==> src/rtl/uart_tx_arbiter_pkg.sv <==
// Shared types for the UART transmit arbiter: FSM state encoding, byte width and
// the round-robin successor helper.
package uart_tx_arbiter_pkg;

  localparam int unsigned ByteWidth = 8;

  typedef enum logic [1:0] {
    StIdle     = 2'd0,
    StIssue    = 2'd1,
    StWaitBusy = 2'd2,
    StWaitDone = 2'd3
  } state_e;

  // Requester after idx in round-robin order, wrapping to 0 at num_req.
  function automatic int unsigned next_index(int unsigned idx, int unsigned num_req);
    return (idx + 1 >= num_req) ? 0 : idx + 1;
  endfunction

endpackage

==> src/rtl/uart_tx_arbiter_if.sv <==
// Requester-side and UartTx-side signals of the UART transmit arbiter.
// master: the arbiter itself; slave: requesters plus the UartTx instance.
interface uart_tx_arbiter_if #(
  parameter int unsigned NUM_REQ     = 4,
  parameter int unsigned INDEX_WIDTH = 2
);
  logic [NUM_REQ-1:0]                                req_i;
  logic [NUM_REQ-1:0]                                lock_i;
  logic [uart_tx_arbiter_pkg::ByteWidth*NUM_REQ-1:0] data_i;
  logic [NUM_REQ-1:0]                                ack_o;
  logic                                              done_o;
  logic                                              error_o;
  logic                                              active_o;
  logic [INDEX_WIDTH-1:0]                            grant_index_o;
  logic                                              uart_write_o;
  logic [uart_tx_arbiter_pkg::ByteWidth-1:0]         uart_data_o;
  logic                                              uart_busy_i;

  modport master (
    input  req_i, lock_i, data_i, uart_busy_i,
    output ack_o, done_o, error_o, active_o, grant_index_o, uart_write_o, uart_data_o
  );

  modport slave (
    output req_i, lock_i, data_i, uart_busy_i,
    input  ack_o, done_o, error_o, active_o, grant_index_o, uart_write_o, uart_data_o
  );

endinterface

==> src/rtl/uart_tx_arbiter_rr_arbiter.sv <==
// Combinational rotate-priority picker: first requester at or after rr_ptr_i,
// wrapping around to index 0.
module uart_tx_arbiter_rr_arbiter #(
  parameter int unsigned NUM_REQ     = 4,
  parameter int unsigned INDEX_WIDTH = 2
) (
  input  logic [NUM_REQ-1:0]     req_i,
  input  logic [INDEX_WIDTH-1:0] rr_ptr_i,
  output logic                   valid_o,
  output logic [INDEX_WIDTH-1:0] index_o
);

  always_comb begin
    valid_o = 1'b0;
    index_o = '0;
    // Pass 1 covers rr_ptr..NUM_REQ-1, pass 2 the wrapped part 0..rr_ptr-1.
    for (int unsigned k = 0; k < NUM_REQ; k++) begin
      if (!valid_o && req_i[k] && (k >= 32'(rr_ptr_i))) begin
        valid_o = 1'b1;
        index_o = INDEX_WIDTH'(k);
      end
    end
    for (int unsigned k = 0; k < NUM_REQ; k++) begin
      if (!valid_o && req_i[k] && (k < 32'(rr_ptr_i))) begin
        valid_o = 1'b1;
        index_o = INDEX_WIDTH'(k);
      end
    end
  end

endmodule

==> src/rtl/uart_tx_arbiter.sv <==
// Shares one UartTx between NUM_REQ byte producers: round-robin grant per byte,
// optional lock for multi-byte messages, and the write/busy-rise/busy-fall handshake.
module uart_tx_arbiter
  import uart_tx_arbiter_pkg::*;
#(
  parameter int unsigned NUM_REQ       = 4,
  parameter int unsigned INDEX_WIDTH   = 2,
  parameter int unsigned BUSY_TIMEOUT  = 15,
  parameter int unsigned TIMEOUT_WIDTH = 4
) (
  input logic               clock_i,
  input logic               reset_n_i,
  uart_tx_arbiter_if.master bus
);

  state_e                   state_q, state_d;
  logic [INDEX_WIDTH-1:0]   rr_ptr_q, rr_ptr_d;
  logic [INDEX_WIDTH-1:0]   grant_q, grant_d;
  logic [ByteWidth-1:0]     data_q, data_d;
  logic [TIMEOUT_WIDTH-1:0] cnt_q, cnt_d;

  logic                     pick_valid;
  logic [INDEX_WIDTH-1:0]   pick_index;
  logic [INDEX_WIDTH-1:0]   src_idx;
  logic [NUM_REQ-1:0]       grant_oh;
  logic [ByteWidth-1:0]     sel_data;
  logic                     lock_hold;
  logic [INDEX_WIDTH-1:0]   rr_next;

  logic [NUM_REQ-1:0]       ack;
  logic                     write, done, error;

  uart_tx_arbiter_rr_arbiter #(
    .NUM_REQ     (NUM_REQ),
    .INDEX_WIDTH (INDEX_WIDTH)
  ) u_rr_arbiter (
    .req_i    (bus.req_i),
    .rr_ptr_i (rr_ptr_q),
    .valid_o  (pick_valid),
    .index_o  (pick_index)
  );

  // Byte source is the fresh pick in idle, otherwise the held grant (lock re-latch).
  always_comb begin
    grant_oh = '0;
    sel_data = '0;
    src_idx  = (state_q == StIdle) ? pick_index : grant_q;
    for (int unsigned k = 0; k < NUM_REQ; k++) begin
      if (INDEX_WIDTH'(k) == grant_q) grant_oh[k] = 1'b1;
      if (INDEX_WIDTH'(k) == src_idx) sel_data = bus.data_i[ByteWidth*k +: ByteWidth];
    end
  end

  assign lock_hold = |(bus.lock_i & bus.req_i & grant_oh);
  assign rr_next   = INDEX_WIDTH'(next_index(32'(grant_q), NUM_REQ));

  always_comb begin
    state_d  = state_q;
    rr_ptr_d = rr_ptr_q;
    grant_d  = grant_q;
    data_d   = data_q;
    cnt_d    = cnt_q;
    ack      = '0;
    write    = 1'b0;
    done     = 1'b0;
    error    = 1'b0;
    unique case (state_q)
      StIdle: begin
        if (pick_valid && !bus.uart_busy_i) begin
          grant_d = pick_index;
          data_d  = sel_data;
          state_d = StIssue;
        end
      end
      StIssue: begin
        write   = 1'b1;
        ack     = grant_oh;
        cnt_d   = '0;
        state_d = StWaitBusy;
      end
      StWaitBusy: begin
        if (bus.uart_busy_i) begin
          state_d = StWaitDone;
        end else if (cnt_q == TIMEOUT_WIDTH'(BUSY_TIMEOUT)) begin
          error    = 1'b1;
          rr_ptr_d = rr_next;
          state_d  = StIdle;
        end else begin
          cnt_d = cnt_q + 1'b1;
        end
      end
      StWaitDone: begin
        if (!bus.uart_busy_i) begin
          done = 1'b1;
          if (lock_hold) begin
            data_d  = sel_data;
            state_d = StIssue;
          end else begin
            rr_ptr_d = rr_next;
            state_d  = StIdle;
          end
        end
      end
      default: state_d = StIdle;
    endcase
  end

  always_ff @(posedge clock_i or negedge reset_n_i) begin
    if (!reset_n_i) begin
      state_q  <= StIdle;
      rr_ptr_q <= '0;
      grant_q  <= '0;
      data_q   <= '0;
      cnt_q    <= '0;
    end else begin
      state_q  <= state_d;
      rr_ptr_q <= rr_ptr_d;
      grant_q  <= grant_d;
      data_q   <= data_d;
      cnt_q    <= cnt_d;
    end
  end

  assign bus.ack_o         = ack;
  assign bus.done_o        = done;
  assign bus.error_o       = error;
  assign bus.active_o      = (state_q != StIdle);
  assign bus.grant_index_o = grant_q;
  assign bus.uart_write_o  = write;
  assign bus.uart_data_o   = data_q;

endmodule

==> src/flat_wrapper.sv <==
// flat-port wrapper written by rule: the top's interface ports become plain ports
module uart_tx_arbiter_flat import uart_tx_arbiter_pkg::*;
#(
  parameter int unsigned NUM_REQ       = 4,
  parameter int unsigned INDEX_WIDTH   = 2,
  parameter int unsigned BUSY_TIMEOUT  = 15,
  parameter int unsigned TIMEOUT_WIDTH = 4
)
  (clock_i, reset_n_i, bus_req_i, bus_lock_i, bus_data_i, bus_uart_busy_i, bus_ack_o, bus_done_o, bus_error_o, bus_active_o, bus_grant_index_o, bus_uart_write_o, bus_uart_data_o);
  uart_tx_arbiter_if #(.NUM_REQ(NUM_REQ), .INDEX_WIDTH(INDEX_WIDTH)) bus_i ();
  input logic clock_i;
  input logic reset_n_i;
  input wire logic [$bits(bus_i.req_i)-1:0] bus_req_i;
  input wire logic [$bits(bus_i.lock_i)-1:0] bus_lock_i;
  input wire logic [$bits(bus_i.data_i)-1:0] bus_data_i;
  input wire logic [$bits(bus_i.uart_busy_i)-1:0] bus_uart_busy_i;
  output wire logic [$bits(bus_i.ack_o)-1:0] bus_ack_o;
  output wire logic [$bits(bus_i.done_o)-1:0] bus_done_o;
  output wire logic [$bits(bus_i.error_o)-1:0] bus_error_o;
  output wire logic [$bits(bus_i.active_o)-1:0] bus_active_o;
  output wire logic [$bits(bus_i.grant_index_o)-1:0] bus_grant_index_o;
  output wire logic [$bits(bus_i.uart_write_o)-1:0] bus_uart_write_o;
  output wire logic [$bits(bus_i.uart_data_o)-1:0] bus_uart_data_o;
  assign bus_i.req_i = bus_req_i;
  assign bus_i.lock_i = bus_lock_i;
  assign bus_i.data_i = bus_data_i;
  assign bus_i.uart_busy_i = bus_uart_busy_i;
  assign bus_ack_o = bus_i.ack_o;
  assign bus_done_o = bus_i.done_o;
  assign bus_error_o = bus_i.error_o;
  assign bus_active_o = bus_i.active_o;
  assign bus_grant_index_o = bus_i.grant_index_o;
  assign bus_uart_write_o = bus_i.uart_write_o;
  assign bus_uart_data_o = bus_i.uart_data_o;
  uart_tx_arbiter #(.NUM_REQ(NUM_REQ), .INDEX_WIDTH(INDEX_WIDTH), .BUSY_TIMEOUT(BUSY_TIMEOUT), .TIMEOUT_WIDTH(TIMEOUT_WIDTH)) u_core (.clock_i(clock_i), .reset_n_i(reset_n_i), .bus(bus_i));
endmodule
==> config.mk <==
export PLATFORM = sky130hd
export DESIGN_NAME = uart_tx_arbiter_flat
export DESIGN_NICKNAME = d
export VERILOG_FILES = /design/src/rtl/uart_tx_arbiter_pkg.sv /design/src/rtl/uart_tx_arbiter_if.sv /design/src/rtl/uart_tx_arbiter_rr_arbiter.sv /design/src/rtl/uart_tx_arbiter.sv /design/src/flat_wrapper.sv
export SDC_FILE = /design/constraint.sdc
export NUM_CORES = 1
export LEC_CHECK = 0
export BUFFER_PORTS_ARGS = -buffer_cell sky130_fd_sc_hd__buf_2
export CORE_ASPECT_RATIO = 1.4
export CORE_MARGIN = 1
export CORE_UTILIZATION = 34
export CTS_BUF_LIST = sky130_fd_sc_hd__clkbuf_8 sky130_fd_sc_hd__clkbuf_16
export DETAILED_ROUTE_END_ITERATION = 10
export PLACE_DENSITY_LB_ADDON = 0.08
export SLEW_MARGIN = 0
export SYNTH_ARGS = -nofsm -noshare
export SYNTH_HDL_FRONTEND = slang
export SYNTH_HIERARCHICAL = 1
export SYNTH_SLANG_ARGS = --single-unit
==> constraint.sdc <==
create_clock -name clock_i -period 2.2 [get_ports clock_i]
set_input_delay 0.11 -clock clock_i [delete_from_list [all_inputs] [get_ports clock_i]]
set_output_delay 0.11 -clock clock_i [all_outputs]
set_load 0.05 [all_outputs]
==> summary.md <==
| Metric | Value |
|---|---|
| Outcome | complete, no violations |
| IO Count | 61 |
| Core area | 3740 µm² |
| Worst slew margin | 0.670 |
| WL met1 | 1530 µm |
| Largest net degree at the start of global routing | 19 |
| Commonest non-fill, non-tap cells in the layout | buf_2 (60), nand2_1 (32), dfrtp_1 (16) |
| Vias/cell | 5.29 |
| CTS tree | done |
| Antenna diodes | 0 |
| CP max FO | 8 |
| FFs w/ async S/R, synth | 1.00 |
| Pwr Total | 0.00273 W |
| Wirelength per Cell | 13.9 µm |
| Final nets | 259 |
| Internal power | 0.00133 W |
| Routed Antenna Nets | 0 |
| PortBufs | 60 |
| Setup TNS | 0 ps |
| Largest stage delay on the critical path | 430 ps |
| Worst-Skew Late Latency | 250 ps |
| First-pass GRT wire length | 5730 µm |
| Area of the die | 4250 µm² |
| Htree depth | 1 |
| Die Ht | 76.7 µm |
| CP max stage cell | dfrtp_2 |
| Worst EP required | 2340 ps |
| Clock power frac | 0.098 |
| Fin crit period | 2090 ps |
| WL final | 3520 µm |
| Max Clock Freq | 479 MHz |
| VDD IR-drop max | 0.000957 V |
| Fraction of layout cells with a size suffix above 1 | 0.424 |
| Initial core utilization | 0.363 |
| RSZ-0062 raised after global routing | false |
| PostCTS Resize Cnt | 0 |
| Setup Crit Path Kind | reg -> reg |
| Post-DP HPWL | 2820 µm |
| Post-synth net total | 195 |
| Area grow syn2layout | 29.8% |
| Crit. End Element | flip-flop |
| Startpoint Class | flip-flop |
| Post-synth EDFFs | 0 |
| Commonest non-fill, non-tap cell in the layout | buf_2 |
| Vias in the first global route | 1,283 |
| DRT iter0 DRCs | 100 |
| CP top delay family | simple AND/OR/NAND/NOR gates |
| Met2 routed wirelength | 1760 µm |
| Sw frac | 0.514 |
| Initial antenna violation count | 0 |
| Hold Slack | 213 ps |
| Setup violations, final | 0 |
| Max Used Layer | met4 |
| Combinational share of power | 0.666 |
| GR Util All Layers | 0.165 |
| Sequential power share | 0.236 |
| DRT Pass-1 Iters | 4 |
| Post-synthesis cell area | 1360 µm² |
| CTS root buf | clkbuf_8 |
| Worst slew pin tran | 485 ps |
| Critical-path cell list | inv_1 -> ha_1 -> and3_1 -> or3b_1 -> a21bo_1 -> mux2_4 |
| Drt drc | 0 |
| GRT overflow | 0 |
| GPL Wtd Cong | 0.776 |
| Clk buf depth | 2 |
| Yosys Warn Count | 6 |
| Die Wd | 55.4 µm |
| Switch Pwr | 0.00140 W |
| Final Cycle Share | 0.950 |
| Fin. Hold Viols | 0 |
| Routed vias | 1,333 |
| Max capacitance violation total | 0 |
| Seq/Total Area, Yosys | 0.332 |
| Row count | 26 |
| Num CTS Buffers | 3 |
| Synth cell types | 36 |
| FF+latch count, synth | 18 |
| Worst path arrival time | 2230 ps |
| Leak | 0.881 nW |
| CTS Sinks | 18 |
| Syn avg cell area | 9.23 µm² |
| # Post-CTS Setup Buffers | 0 |
| Min-delay worst type | in -> reg |
| Ys flop type | dfrtp_1 |
| Reg clk slew, reported paths | 70 ps |
| Final Skew | 1.40 ps |
| Met3 WL | 201 µm |
| Pwr Density | 1550 nW/µm² |
| Slew Viols, Final | 0 |
| Syn Inst Count | 147 |
| Buffers & Inverters on Critical Path | 1 |
-- stage by stage --
step / std cells / util / cell area, µm² / setup WS (ps)
3_5_place_dp: 247 / 0.453 / 1700 / 106
6_report: 252 / 0.471 / 1760 / 110
3_3_place_gp: 247 / 0.453 / 1700 / 169
4_1_cts: 252 / 0.471 / 1760 / 95.3
2_1_floorplan: 147 / - / 1360 / 71.4
5_1_grt: 252 / 0.471 / 1760 / 4.86
-- sequential cells by signal, summed over array words and instances, names as in the netlist --
signal,count
u_core/bus.uart_data_o,8
u_core/cnt_q,4
u_core/bus.grant_index_o,2
u_core/rr_ptr_q,2
u_core/state_q,2
-- final cells by class --
class                      instances  area (µm²)
sequential                        18         453
clock buffer                       4        55.1
fill                             369        1980
inverter                           5        18.8
timing repair buffer              64         333
tap                               42        52.6
multi-input combinational        119         848
-- synthesized netlist by cell type, drive strengths merged, types with 2 or more instances --
cell type | count | area [µm²]
nor2b | 3 | 18.8
and3 | 2 | 12.5
dfrtp | 18 | 450
nand2 | 32 | 120
nand3b | 2 | 15.0
and2 | 6 | 37.5
inv | 5 | 18.8
ha | 5 | 62.6
nor2 | 6 | 32.5
mux2 | 13 | 180
nand3 | 4 | 20.0
a32oi | 8 | 70.1
mux2i | 4 | 56.3
o21ai | 6 | 30.0
a31oi | 2 | 12.5
a21oi | 15 | 82.6
a221oi | 3 | 32.5
buf | 4 | 35.0
-- routing by layer --
layer | global-route usage | vias to the layer above
met2 | 0.295 | 53
met1 | 0.200 | 620
li1 | - | 658
met4 | 0.0525 | 0
met3 | 0.0236 | 2
met5 | 0 | -
-- timing repair --
action | 4_1_cts | 5_1_grt
hold buffers | 1 | 0
setup endpoints to repair | 0 | 0
endpoints found under the hold margin | 18 | 0
-- cell families (layout without fill, tap and decap cells) --
logic type | after synthesis | after routing | share of synthesized area
simple gates | 61 | 61 | 0.223
compound gates | 36 | 36 | 0.182
flops | 18 | 18 | 0.332
mux | 17 | 17 | 0.174
buf+inv | 10 | 73 | 0.0424
fa+ha+maj | 5 | 5 | 0.0461
-- power by group through the flow --
stage	Clock, W	Sequential, W	Combinational, W
floorplan	0	0.000956	0.00113
global placement	0	0.000647	0.00179
detailed placement	0	0.000653	0.00182
CTS	0.000278	0.000647	0.00183
global route	0.000293	0.000670	0.00195
finish	0.000269	0.000643	0.00182
-- worst register-to-register path: stages, from the launching register on --
cell and delay (ps):
dfrtp_2 430, inv_1 80, ha_1 200, and3_1 150, or3b_1 390, a21bo_1 370, mux2_4 360
-- worst paths after layout --
| check | start | slack, ps | cells after the start | to |
|---|---|---|---|---|
| setup / recovery | u_core/bus.grant_index_o[0]$_DFFE_PN0P_ | 110 | 6 | u_core/bus.uart_data_o[6]$_DFFE_PN0P_ |
| hold / removal | bus_uart_busy_i | 210 | 3 | u_core/state_q[1]$_DFFE_PN0P_ |
| setup reg to reg | u_core/bus.grant_index_o[0]$_DFFE_PN0P_ | 110 | 6 | u_core/bus.uart_data_o[6]$_DFFE_PN0P_ |
| hold reg to reg | u_core/bus.uart_data_o[2]$_DFFE_PN0P_ | 510 | 1 | u_core/bus.uart_data_o[2]$_DFFE_PN0P_ |
| max in group asynchronous | reset_n_i | 1530 | 2 | u_core/bus.grant_index_o[0]$_DFFE_PN0P_ |
| min in group asynchronous | reset_n_i | 340 | 2 | u_core/bus.uart_data_o[5]$_DFFE_PN0P_ |
Power figures use the tool's default switching activity.
